==> config.mk <==
export PLATFORM = sky130hd
export DESIGN_NAME = control_unit
export DESIGN_NICKNAME = d
export VERILOG_FILES = /design/src/rtl/control_unit.sv
export SDC_FILE = /design/constraint.sdc
export NUM_CORES = 1
export LEC_CHECK = 0
export CAP_MARGIN = 20
export CORE_MARGIN = 2
export CORE_UTILIZATION = 42
export DETAILED_ROUTE_END_ITERATION = 10
export GPL_ROUTABILITY_DRIVEN = 0
export GPL_TIMING_DRIVEN = 0
export PLACE_DENSITY = 0.72
export SETUP_SLACK_MARGIN = 0.3
export SLEW_MARGIN = 20
export SYNTH_ARGS = -nofsm -noshare
export SYNTH_HDL_FRONTEND = slang
export SYNTH_SLANG_ARGS = --single-unit
==> constraint.sdc <==
create_clock -name clk -period 1.1 [get_ports clk]
set_input_delay 0.11 -clock clk [delete_from_list [all_inputs] [get_ports clk]]
set_output_delay 0.11 -clock clk [all_outputs]
set_load 0.02 [all_outputs]
==> src/rtl/control_unit.sv <==
// control_unit: registered instruction decoder.
// The opcode sampled at each rising clock edge is decoded into the datapath
// control signals, which appear one cycle later and hold for a full cycle.
// A synchronous reset takes priority and zeroes every control output.
// The block keeps no state besides the output register.
module control_unit (
    input  logic       clk,
    input  logic       rst,
    input  logic [4:0] opcode,
    output logic       MemToReg,
    output logic       MemRead,
    output logic       MemWrite,
    output logic       ALUSrc,
    output logic       RegWrite,
    output logic       Jump,
    output logic       BranchEQ,
    output logic       BranchNE,
    output logic [2:0] ALUOp
);

    // Opcode map
    localparam logic [4:0] OP_LOADR   = 5'b00000;
    localparam logic [4:0] OP_STOREB  = 5'b00001;
    localparam logic [4:0] OP_ADD     = 5'b00011;
    localparam logic [4:0] OP_ADDI    = 5'b00100;
    localparam logic [4:0] OP_SUB     = 5'b00101;
    localparam logic [4:0] OP_SUBI    = 5'b00110;
    localparam logic [4:0] OP_MUL     = 5'b01001;
    localparam logic [4:0] OP_DIV     = 5'b01010;
    localparam logic [4:0] OP_MLS     = 5'b01011;
    localparam logic [4:0] OP_SWI     = 5'b01100;
    localparam logic [4:0] OP_PUSH    = 5'b01101;
    localparam logic [4:0] OP_POP     = 5'b01110;
    localparam logic [4:0] OP_J       = 5'b01111;
    localparam logic [4:0] OP_JL      = 5'b10000;
    localparam logic [4:0] OP_CMP     = 5'b10001;
    localparam logic [4:0] OP_BEQ     = 5'b10010;
    localparam logic [4:0] OP_BNE     = 5'b10011;
    localparam logic [4:0] OP_BX      = 5'b10100;
    localparam logic [4:0] OP_STOREBI = 5'b10101;
    localparam logic [4:0] OP_LDRBR   = 5'b10110;

    // ALU operation encodings
    localparam logic [2:0] ALU_ADD = 3'b000;
    localparam logic [2:0] ALU_SUB = 3'b001;
    localparam logic [2:0] ALU_MUL = 3'b010;
    localparam logic [2:0] ALU_DIV = 3'b011;
    localparam logic [2:0] ALU_MLS = 3'b100;
    localparam logic [2:0] ALU_CMP = 3'b101;

    typedef struct packed {
        logic       mem_to_reg;
        logic       mem_read;
        logic       mem_write;
        logic       alu_src;
        logic       reg_write;
        logic       jump;
        logic       branch_eq;
        logic       branch_ne;
        logic [2:0] alu_op;
    } ctrl_t;

    ctrl_t ctrl_d;
    ctrl_t ctrl_q;

    // Combinational decode of the incoming opcode; anything unlisted is a NOP.
    always_comb begin
        ctrl_d = '0;
        case (opcode)
            OP_LOADR, OP_POP: begin
                ctrl_d.mem_to_reg = 1'b1;
                ctrl_d.mem_read   = 1'b1;
                ctrl_d.alu_src    = 1'b1;
                ctrl_d.reg_write  = 1'b1;
                ctrl_d.alu_op     = ALU_ADD;
            end
            OP_LDRBR: begin
                // Register-offset load: address offset comes from a register.
                ctrl_d.mem_to_reg = 1'b1;
                ctrl_d.mem_read   = 1'b1;
                ctrl_d.reg_write  = 1'b1;
                ctrl_d.alu_op     = ALU_ADD;
            end
            OP_STOREB, OP_PUSH, OP_STOREBI: begin
                ctrl_d.mem_write = 1'b1;
                ctrl_d.alu_src   = 1'b1;
                ctrl_d.alu_op    = ALU_ADD;
            end
            OP_ADD: begin
                ctrl_d.reg_write = 1'b1;
                ctrl_d.alu_op    = ALU_ADD;
            end
            OP_ADDI: begin
                ctrl_d.reg_write = 1'b1;
                ctrl_d.alu_src   = 1'b1;
                ctrl_d.alu_op    = ALU_ADD;
            end
            OP_SUB: begin
                ctrl_d.reg_write = 1'b1;
                ctrl_d.alu_op    = ALU_SUB;
            end
            OP_SUBI: begin
                ctrl_d.reg_write = 1'b1;
                ctrl_d.alu_src   = 1'b1;
                ctrl_d.alu_op    = ALU_SUB;
            end
            OP_MUL: begin
                ctrl_d.reg_write = 1'b1;
                ctrl_d.alu_op    = ALU_MUL;
            end
            OP_DIV: begin
                ctrl_d.reg_write = 1'b1;
                ctrl_d.alu_op    = ALU_DIV;
            end
            OP_MLS: begin
                ctrl_d.reg_write = 1'b1;
                ctrl_d.alu_op    = ALU_MLS;
            end
            OP_SWI: begin
                // Software interrupt is trapped outside this block.
                ctrl_d = '0;
            end
            OP_J, OP_BX: begin
                ctrl_d.jump = 1'b1;
            end
            OP_JL: begin
                // Jump-and-link writes the return address to the link register.
                ctrl_d.jump      = 1'b1;
                ctrl_d.reg_write = 1'b1;
            end
            OP_CMP: begin
                ctrl_d.alu_src = 1'b1;
                ctrl_d.alu_op  = ALU_CMP;
            end
            OP_BEQ: begin
                ctrl_d.branch_eq = 1'b1;
                ctrl_d.alu_op    = ALU_SUB;
            end
            OP_BNE: begin
                ctrl_d.branch_ne = 1'b1;
                ctrl_d.alu_op    = ALU_SUB;
            end
            default: begin
                ctrl_d = '0;
            end
        endcase
    end

    // Output register; reset overrides the decode.
    always_ff @(posedge clk) begin
        if (rst) begin
            ctrl_q <= '0;
        end else begin
            ctrl_q <= ctrl_d;
        end
    end

    assign MemToReg = ctrl_q.mem_to_reg;
    assign MemRead  = ctrl_q.mem_read;
    assign MemWrite = ctrl_q.mem_write;
    assign ALUSrc   = ctrl_q.alu_src;
    assign RegWrite = ctrl_q.reg_write;
    assign Jump     = ctrl_q.jump;
    assign BranchEQ = ctrl_q.branch_eq;
    assign BranchNE = ctrl_q.branch_ne;
    assign ALUOp    = ctrl_q.alu_op;

endmodule

-- After elaboration in Yosys (flattened, before gate mapping)
Cells that the tools add are included.
W data, S select, Z words.
- input port bits: 7
- bits in registers: 11
- word-level logic and storage cells: 42
- output and inout bits: 11
- reduce and logical (&&, ||, !) cells: 7
- equality and inequality tests: 18
- multiplexer cells: 8
- operator list (cell ; count):
    $eq A5 B5 Y1 const B ; 7
    $eq A5 B4 Y1 const B ; 6
    $eq A5 B3 Y1 const B ; 3
    $pmux W3 S5 ; 1
    $reduce_or A11 Y1 ; 1
    $reduce_or A3 Y1 ; 3
    $reduce_or A8 Y1 ; 1
    $mux W1 ; 6
    $eq A5 B1 Y1 const B ; 1
    $eq A5 B2 Y1 const B ; 1
    $logic_not A5 Y1 ; 1
    $reduce_or A4 Y1 ; 1
    $mux W2 ; 1

-- Longest topological paths before layout
Gate-level depths: netlist of the first run.
- depth after elaboration: 3
- depth in mapped cells: 5
- depth with buffers taken out: 3

-- Worst setup path before layout of the first run
Ideal clock, no wire load.
- path type: input-to-reg
- start: input port opcode[2]
- end: register ctrl_q (netlist bit MemToReg)
- stages on the path: 4
- arrival time: 901 ps
- data required time: 1021 ps
- slack: 119 ps
- library setup time: 79 ps
- buffers on the path: 1
- cell sequence: buf_6 > or3_1 > a21o_1 > a211oi_2
- word-level cells in the longest chain between the ends: 3
- elaborated cells on any way between the ends: 5
- classes of those cells: eq/ne (2); mux (1); reduce/logical (2)
- RTL lines (element ; line ; text):
    start, declared ; 9 ; input logic [4:0] opcode,
    $eq A5 B5 Y1 (tied with other cells) ; 69 ; case (opcode)
    $reduce_or A3 Y1 (no line) * ; -- ;
    $mux W2 * ; 69 ;
    end signal, assigned ; 154 ; ctrl_q <= ctrl_d;
    end, declared ; 64 ; ctrl_t ctrl_q;
Every way passes the cells marked *; elsewhere a longest branch is shown, timed or not.
A chain may end at the register's enable or synchronous reset.

-- Worst setup path in the final report of the first run
- start: register ctrl_q (netlist bit MemToReg)
- end: output port MemToReg
- RTL lines (element ; line ; text):
    end, declared ; 10 ; output logic MemToReg,
No word-level cell between the ends.

==> flow_summary.yaml, run 1 <==
run_status:
  status: "completed"
yosys:
  synth_sequential_area_ratio_pct: 35.5
  synth_nets: 74
  syn-instance-count: 67
  netlist-cell-type-count: 33
  synth_area_um2: 564
  post_synth.cell_area_avg_um2: 8.42
  ffs_latches_synth: 10
  synth_warnings: 0
timing:
  setup_viol: 0
  max_freq_mhz: 1100
  final_critical_path_setup_slack_ns: 0.194
  finalMaxSlewViolations: 0
  final.hold.worst_slack_ns: 0.170
  setup_tns_ns: 0
  report.final.hold_viol_count: 0
  post-route-period-util_pct: 82.4
  finalCriticalPeriod_ns: 0.906
  tightest_slew_ns: 0.404
  slew_headroom_pct: 73.0
  rsz0062_at_grt: "yes"
worst_setup_path:
  crit_required_ns: 0.99
  critical_path.cell_chain: "buf_6, buf_6"
  start_kind: "flop"
  timing.critical_path.mode_cell: "sky130_fd_sc_hd__buf_6"
  path_class: "reg2out"
  timing.critical_path.slowest_cell_delay_ns: 0.32
  critPathBufInv: 2
  path_max_fanout: 2
  cpMaxStageDelayCell: "sky130_fd_sc_hd__dfxtp_2"
  crit_end_element: "output port"
  arrival_time_worst_endpoint_ns: 0.80
  crit_family: "flip-flops"
finish:
  layout-drive-gt1-share_pct: 52.3
  antenna-diode-count: 0
  syn_to_final_growth_pct: 47.2
  finalNetCount: 94
placement:
  buffer_ports.inserted: 14
  hpwl_um: 769
  dp_worst_setup_slack_ns: -0.434
floorplanning:
  floorplan.die_area_um2: 1650
  row_count: 13
  die_w_um: 40.7
  initial_core_util_pct: 43.9
  die_y_um: 40.7
  coreArea_um2: 1280
  io_pins: 18
power:
  switching_part_of_the_total_pct: 25.4
  post-layout-total-power_mw: 0.904
  switchingPower_mw: 0.229
  clock_power_share_pct: 35.9
  internal_power_mw: 0.674
  power_frac_seq_pct: 42.1
  peakVddDrop_v: 0.000645
  leakage_nw: 0.345
  power.combinational.fraction_pct: 22.0
  power.density_nw_per_um2: 1090
clocking:
  clock-sinks: 10
  cts_buffer_depth: 2
  clk_transition_reported_paths_ns: 0.07
  tritoncts: "done"
  clk_root_buffer_cell: "sky130_fd_sc_hd__clkbuf_4"
  tritoncts.num_buffers: 3
  htree_levels: 1
detailed_routing:
  via_per_inst: 5.37
  wl_um: 1190
  post_drt_wl_per_cell_um: 11.7
  vias: 542
  postRouteAntennaNets: 0
  drt_first_iter_violations: 9
  first_pass_iters: 4
  route.detailed.drc: 0
worst_hold_path:
  hold_path.class: "in2reg"
  timing.hold.worst_path_depth: 3
  hold_end: "ALUOp[1]"
  worstHoldStart: "opcode[1]"
run:
  drv_cap: 0
grt:
  first_global_vias: 437
  grt_start_max_net_pins: 11
  grt_overflow_total: 0
  grt_pass1_wl_um: 1810
  grt_usage_pct: 16.4
  number_of_antenna_violations_at_the_first_check_in_global_routing: 0
[through the flow]
step	utilization, %	instances	area, µm²
after floorplan	-	67	581
after global placement	57.5	96	739
after detailed placement	57.5	96	739
after CTS	63.5	101	816
after global routing	64.7	101	831
final	64.7	101	831
[worst max-delay path by stage]
stage / to / cells after the start / startpoint
5_1_grt: MemToReg / 2 / MemToReg
6_report: MemToReg / 2 / MemToReg
3_3_place_gp: RegWrite / 5 / opcode[3]
2_1_floorplan: RegWrite / 4 / opcode[1]
4_1_cts: MemToReg / 2 / MemToReg
3_5_place_dp: RegWrite / 5 / opcode[3]
[layout make-up]
cell class                 count  area (µm²)
buffer                         9        95.1
multi-input combinational     48         328
sequential                    10         213
fill                         121         454
tap                           15        18.8
clock buffer                   4        36.3
timing repair buffer          15         140
[layer usage]
metal	GRT usage (%)	share of wire [%]
met1	19.9	44
met5	0	0
met2	27.8	49
met3	1.63	5.5
met4	10.0	1.4
[repair_timing]
action,4_1_cts,5_1_grt
resized for setup,91,6
setup buffers,1,0
endpoints found under the setup margin,21,13
pin swaps,2,2
hold buffers,0,0
[cell usage in the layout, fill, tap and decap left out, drive strengths merged, types with 2 or more instances in the layout]
master / count
nor2: 8
xor2: 2
nand2: 5
buf: 23
a21oi: 4
nand3b: 2
and3: 2
o21ai: 2
nand3: 3
clkbuf: 5
or3: 2
nand2b: 2
dfxtp: 10
[synthesized netlist by cell type]
library cell | count | area (µm²)
sky130_fd_sc_hd__a211oi_2 | 1 | 12.5
sky130_fd_sc_hd__a21o_1 | 1 | 7.51
sky130_fd_sc_hd__a21oi_1 | 4 | 20.0
sky130_fd_sc_hd__a221o_1 | 1 | 10.0
sky130_fd_sc_hd__a221oi_1 | 1 | 8.76
sky130_fd_sc_hd__a32oi_1 | 1 | 8.76
sky130_fd_sc_hd__and2b_1 | 1 | 7.51
sky130_fd_sc_hd__and3_1 | 1 | 6.26
sky130_fd_sc_hd__and3_2 | 1 | 7.51
sky130_fd_sc_hd__buf_2 | 5 | 25.0
sky130_fd_sc_hd__buf_4 | 1 | 7.51
sky130_fd_sc_hd__buf_6 | 2 | 22.5
sky130_fd_sc_hd__clkbuf_1 | 1 | 3.75
sky130_fd_sc_hd__dfxtp_1 | 10 | 200
sky130_fd_sc_hd__mux2_4 | 1 | 15.0
sky130_fd_sc_hd__nand2_1 | 5 | 18.8
sky130_fd_sc_hd__nand2b_1 | 1 | 6.26
sky130_fd_sc_hd__nand2b_2 | 1 | 8.76
sky130_fd_sc_hd__nand3_1 | 3 | 15.0
sky130_fd_sc_hd__nand3b_1 | 2 | 15.0
sky130_fd_sc_hd__nand4_1 | 1 | 6.26
sky130_fd_sc_hd__nand4b_1 | 1 | 8.76
sky130_fd_sc_hd__nor2_1 | 8 | 30.0
sky130_fd_sc_hd__nor2b_1 | 1 | 6.26
sky130_fd_sc_hd__nor4_1 | 1 | 6.26
sky130_fd_sc_hd__o21ai_0 | 2 | 10.0
sky130_fd_sc_hd__o21bai_1 | 1 | 7.51
sky130_fd_sc_hd__o22a_1 | 1 | 8.76
sky130_fd_sc_hd__o31ai_1 | 1 | 7.51
sky130_fd_sc_hd__or2b_1 | 1 | 7.51
sky130_fd_sc_hd__or3_1 | 2 | 12.5
sky130_fd_sc_hd__xnor2_1 | 1 | 8.76
sky130_fd_sc_hd__xor2_1 | 2 | 17.5
[power groups by stage]
| stage | registers [mW] | logic, mW | clock network [mW] |
|---|---|---|---|
| 4_1_cts | 0.380 | 0.191 | 0.331 |
| 3_3_place_gp | 0.384 | 0.180 | 0 |
| 5_1_grt | 0.381 | 0.217 | 0.346 |
| 3_5_place_dp | 0.384 | 0.181 | 0 |
| 2_1_floorplan | 0.399 | 0.111 | 0 |
| 6_report | 0.380 | 0.199 | 0.325 |
[sequential cells by signal (all words and copies together), names as in the netlist]
signal,flops
Jump,1
RegWrite,1
MemWrite,1
MemToReg,1
BranchNE,1
ALUOp,3
BranchEQ,1
ALUSrc,1
[cell families (layout without fill, tap and decap cells)]
kind of cell | Yosys count | in the layout | share of synthesized area, %
DFF | 10 | 10 | 35.5
and+or+nand+nor | 30 | 30 | 28.8
xor gates and xnor gates | 3 | 3 | 4.66
muxes | 1 | 1 | 2.66
buffers and inverters | 9 | 28 | 10.4
AOI/OAI and AO/OA | 14 | 14 | 18.0
(Power assumes the default switching activity.)
==> run 2, diff against run 1 <==
CORE_UTILIZATION = 39   (was 42)
PLACE_DENSITY = 0.7   (was 0.72)
clock period = 0.8 ns   (was 1.1 ns; I/O delays follow)
==> run 2 against run 1 <==
  * The flow now finishes with violations (setup timing)
  * Global-route usage decreased by 0.19 points
  * Critical path depth unchanged
  * Total power increased by 51%
  * Wire length increased by 30%
  * Final cell count increased by 6.9%
  * Die area increased by 6.9%
  * Non-clock buffer count increased by 7
  * Cell area increased by 20%
  * Combinational power increased by 85%
==> flow_summary.yaml, run 2 (synthesized netlist as in run 1, its figures left out) <==
run_status:
  status: "complete, but fails checks"
  failing_checks: "setup timing"
floorplanning:
  initial_core_util_pct: 42.3
  row_count: 13
  die_y_um: 42.0
  floorplan.die_area_um2: 1770
  die_w_um: 42.0
  coreArea_um2: 1330
  io_pins: 18
worst_hold_path:
  hold_end: "ALUOp[1]"
  worstHoldStart: "opcode[0]"
  hold_path.class: "in2reg"
  timing.hold.worst_path_depth: 3
finish:
  multi_input_comb_area_um2: 377
  reg_area_um2: 215
  finalNetCount: 101
  fillers: 104
  antenna-diode-count: 0
  layout_commonest_cell: "sky130_fd_sc_hd__buf_6"
  layout-drive-gt1-share_pct: 66.7
  syn_to_final_growth_pct: 77.4
  layout.cells.most_common_list: "sky130_fd_sc_hd__buf_6 (21), sky130_fd_sc_hd__dfxtp_2 (9), sky130_fd_sc_hd__nor2_1 (4)"
  largest_reg_flops: 3
power:
  leakage_nw: 0.422
  power.density_nw_per_um2: 1360
  post-layout-total-power_mw: 1.37
  peakVddDrop_v: 0.000927
timing:
  setup_viol: 4
  rsz0062_at_grt: "yes"
  finalMaxSlewViolations: 0
  tightest_slew_ns: 0.264
  report.final.hold_viol_count: 0
  final.hold.worst_slack_ns: 0.100
  finalCriticalPeriod_ns: 0.908
  slew_headroom_pct: 82.4
  final_critical_path_setup_slack_ns: -0.108
  max_freq_mhz: 1100
  post-route-period-util_pct: 114
detailed_routing:
  vias: 597
  post_drt_wl_per_cell_um: 14.3
  wl_um: 1550
  via_per_inst: 5.53
  postRouteAntennaNets: 0
  drt_first_iter_violations: 10
  route.detailed.drc: 0
  first_pass_iters: 4
grt:
  grt_start_max_net_pins: 11
  grt_overflow_total: 0
  number_of_antenna_violations_at_the_first_check_in_global_routing: 0
  grt_usage_pct: 16.3
  grt_pass1_wl_um: 2210
  first_global_vias: 550
worst_setup_path:
  arrival_time_worst_endpoint_ns: 0.83
  start_kind: "flop"
  crit_required_ns: 0.72
  critical_path.cell_chain: "buf_6, buf_6"
  crit_family: "flip-flops"
  cpMaxStageDelayCell: "sky130_fd_sc_hd__dfxtp_4"
  crit_end_element: "output port"
  timing.critical_path.slowest_cell_delay_ns: 0.34
  path_max_fanout: 2
  timing.critical_path.mode_cell: "sky130_fd_sc_hd__buf_6"
  path_class: "reg2out"
  critPathBufInv: 2
clocking:
  clk_transition_reported_paths_ns: 0.08
  clock-sinks: 10
  clk_root_buffer_cell: "sky130_fd_sc_hd__clkbuf_4"
  tritoncts.num_buffers: 3
  tritoncts: "done"
  cts_buffer_depth: 2
  htree_levels: 1
placement:
  buffer_ports.inserted: 14
  hpwl_um: 810
run:
  drv_cap: 0
-- run 2: cell types whose count changed in the layout (fill, tap and decap cells not counted), sizes merged --
cell / change
buf: +7
-- run 2: per-layer routing --
layer | vias up | GRT usage (%) | routed length, µm
met5 | - | 0 | 0
met4 | 0 | 11.9 | 32
met3 | 4 | 1.29 | 56
met2 | 21 | 28.4 | 761
met1 | 285 | 18.3 | 696
li1 | 287 | - | -
-- run 2: layout make-up --
type,count,area share (%)
Buffer,9,11.6
Clock buffer,4,3.62
Multi-Input combinational cell,48,37.6
Sequential cell,10,21.5
Tap cell,15,1.88
Timing Repair Buffer,22,23.8
-- run 2: power by group --
part / internal, mW / switching (mW) / leakage [nW] / total (mW)
clock network: 0.277 / 0.200 / 0.0210 / 0.476
registers: 0.513 / 0.00707 / 0.0862 / 0.520
logic: 0.199 / 0.170 / 0.315 / 0.369
total: 0.988 / 0.377 / 0.422 / 1.37
-- run 2: repair_timing --
item / 4_1_cts / 5_1_grt
gates resized for setup: 107 / 13
hold endpoints to repair: 0 / 0
hold buffers: 0 / 0
cloned: 1 / 0
pin swaps: 5 / 5
endpoints found under the setup margin: 21 / 20
buffers inserted: 5 / 2
-- run 2: metrics by stage --
step	worst slack, ns	TNS (ns)	instances	cell area (µm²)	utilization (%)
after floorplan	-0.122	-0.249	67	613	-
after global placement	-0.624	-7.03	96	772	57.9
after detailed placement	-0.658	-7.19	96	772	57.9
after CTS	-0.109	-0.155	106	927	69.5
after global routing	-0.129	-0.232	108	1000	75.0
final	-0.108	-0.156	108	1000	75.0
-- run 2: worst max-delay path by stage --
stage / startpoint / end / slack [ns] / cells past startpoint
after floorplan: opcode[1] / RegWrite / -0.12 / 4
after global placement: opcode[0] / ALUOp[0] / -0.62 / 5
after detailed placement: opcode[3] / RegWrite / -0.66 / 5
after CTS: MemToReg / MemToReg / -0.11 / 2
after global routing: MemToReg / MemToReg / -0.13 / 2
final: MemToReg / MemToReg / -0.11 / 2
-- run 2: tightest hold or removal path, stage by stage --
cell and delay, ns:
sky130_fd_sc_hd__buf_6 0.09, sky130_fd_sc_hd__xnor2_1 0.08, sky130_fd_sc_hd__nor2_1 0.09
==> run 3, diff against run 2 <==
CORE_UTILIZATION = 42   (was 39)
CTS_BUF_LIST = sky130_fd_sc_hd__clkbuf_8   (was unset)
PLACE_DENSITY = 0.75   (was 0.7)
SETUP_SLACK_MARGIN = unset   (was 0.3)
TNS_END_PERCENT = 1   (was unset)
==> run 3 against run 2 <==
  * The flow still finishes with violations (setup timing)
  * Hold slack improved by 0.090 ns
  * Sequential power barely moved
  * Global-route usage rose by 2.2 points
  * Sequential share of layout area rose by 5.5 points
  * Fmax rose by 6.5%
  * Critical path type unchanged
  * Largest cell class unchanged
==> flow_summary.yaml, run 3 (synthesized netlist as in run 1, its figures left out) <==
run_status:
  status: "complete, but fails checks"
  failing_checks: "setup timing"
grt:
  first_global_vias: 464
  grt.met2_usage_pct: 27.4
  grt_usage_pct: 18.4
  met3_usage_pct: 3.26
  groute.layer.met1.usage_pct: 24.9
  grt_start_max_net_pins: 11
  grt_pass1_wl_um: 2000
  top_usage_layer: "met2"
  number_of_antenna_violations_at_the_first_check_in_global_routing: 0
  grt_overflow_total: 0
placement:
  buffer_ports.inserted: 14
  dp_cells: 96
timing:
  final.hold.worst_slack_ns: 0.190
  post-route-period-util_pct: 107
  setup_tns_ns: -0.0667
  slew_headroom_pct: 71.1
  setup_viol: 3
  finalMaxSlewViolations: 0
  final_critical_path_setup_slack_ns: -0.0529
  tightest_slew_ns: 0.433
  finalCriticalPeriod_ns: 0.853
  report.final.hold_viol_count: 0
  rsz0062_at_grt: "yes"
  max_freq_mhz: 1170
detailed_routing:
  postRouteAntennaNets: 0
  drt_first_iter_violations: 6
  first_pass_iters: 5
  vias: 555
  wl_um: 1210
  route.detailed.drc: 0
  via_per_inst: 5.61
  post_drt_wl_per_cell_um: 12.2
worst_setup_path:
  timing.critical_path.slowest_cell_delay_ns: 0.32
  setup.worst_path.end: "MemToReg"
  crit_required_ns: 0.72
  timing.critical_path.depth: 2
  path_max_fanout: 2
  arrival_time_worst_endpoint_ns: 0.77
  path_class: "reg2out"
  startpoint: "MemToReg"
  crit_family: "flip-flops"
  crit_end_element: "output port"
  start_kind: "flop"
  cpMaxStageDelayCell: "sky130_fd_sc_hd__dfxtp_2"
  critPathBufInv: 2
  timing.critical_path.mode_cell: "sky130_fd_sc_hd__buf_6"
  critical_path.cell_chain: "buf_6, buf_6"
clocking:
  clk_transition_reported_paths_ns: 0.05
  clk_root_buffer_cell: "sky130_fd_sc_hd__clkbuf_8"
  htree_levels: 1
  clock-sinks: 10
  tritoncts.num_buffers: 3
  cts_buffer_depth: 2
  holdBufCountCts: 0
  tritoncts: "done"
finish:
  layout.cells.most_common_list: "sky130_fd_sc_hd__buf_2 (12), sky130_fd_sc_hd__dfxtp_1 (9), sky130_fd_sc_hd__nor2_1 (7)"
  layout_commonest_cell: "sky130_fd_sc_hd__buf_2"
  syn_to_final_growth_pct: 32.4
  final_core_util_pct: 58.1
  antenna-diode-count: 0
  largest_reg_flops: 3
  finalNetCount: 93
  fillers: 128
  layoutNonFillerInstCount: 99
  layout-drive-gt1-share_pct: 40.5
floorplanning:
  die_w_um: 40.7
  floorplan.die_area_um2: 1650
  die_y_um: 40.7
  row_count: 13
  initial_core_util_pct: 43.9
  io_pins: 18
  coreArea_um2: 1280
power:
  power.density_nw_per_um2: 1710
  leakage_nw: 0.324
  peakVddDrop_v: 0.000763
worst_hold_path:
  hold_path.class: "in2reg"
run:
  drv_cap: 0
[run 3: cell types whose count changed in the layout (fill, tap and decap cells not counted), sizes merged]
cell / previous run / this run
buf: 30 / 21
clkbuf: 5 / 4
clkdlybuf4s15: 0 / 1
[run 3: worst min path at each step]
stage                    from       end  slack [ns]  depth (start not counted)
floorplan           opcode[0]  ALUOp[1]        0.25                          2
global placement    opcode[1]  ALUOp[1]        0.41                          3
detailed placement  opcode[1]  ALUOp[1]        0.43                          3
CTS                 opcode[1]  ALUOp[1]        0.20                          3
global route        opcode[1]  ALUOp[1]        0.23                          3
finish              opcode[1]  ALUOp[1]        0.19                          3
[run 3: final cells by class]
type	instances	area (µm²)	share of cell area, %
clock buffer	3	41.3	5.53
sequential	10	201	27.0
buffer	9	77.6	10.4
timing repair buffer	14	87.6	11.7
tap	15	18.8	2.51
multi-input combinational	48	320	42.9
[run 3: worst min-delay path, cell delays in order]
cell	delay (ns)
sky130_fd_sc_hd__buf_6	0.10
sky130_fd_sc_hd__xnor2_1	0.10
sky130_fd_sc_hd__nor2_1	0.10
[run 3: where the power goes]
part           total (mW)  internal, mW  switching (mW)
logic               0.241         0.107           0.134
clock network       0.514         0.328           0.186
registers           0.519         0.516         0.00340
[run 3: through the flow]
stage          setup slack, ns  cell area [µm²]  total power [mW]
4_1_cts                -0.0530              731              1.27
2_1_floorplan           -0.126              564             0.691
3_3_place_gp            -0.655              723             0.764
6_report               -0.0529              747              1.27
3_5_place_dp            -0.666              723             0.768
5_1_grt                -0.0587              747              1.32
[run 3: routing by layer]
| metal | vias up | part of all wire, % |
|---|---|---|
| met5 | - | 0 |
| met4 | 0 | 3.2 |
| met3 | 5 | 6.8 |
| met2 | 28 | 49 |
| met1 | 257 | 41 |
| li1 | 265 | - |
[run 3: timing repair]
| item | CTS | global route |
|---|---|---|
| pin swaps | 1 | 0 |
| resized for setup | 66 | 4 |
| setup buffers | 0 | 0 |
| endpoints found under the setup margin | 21 | 8 |
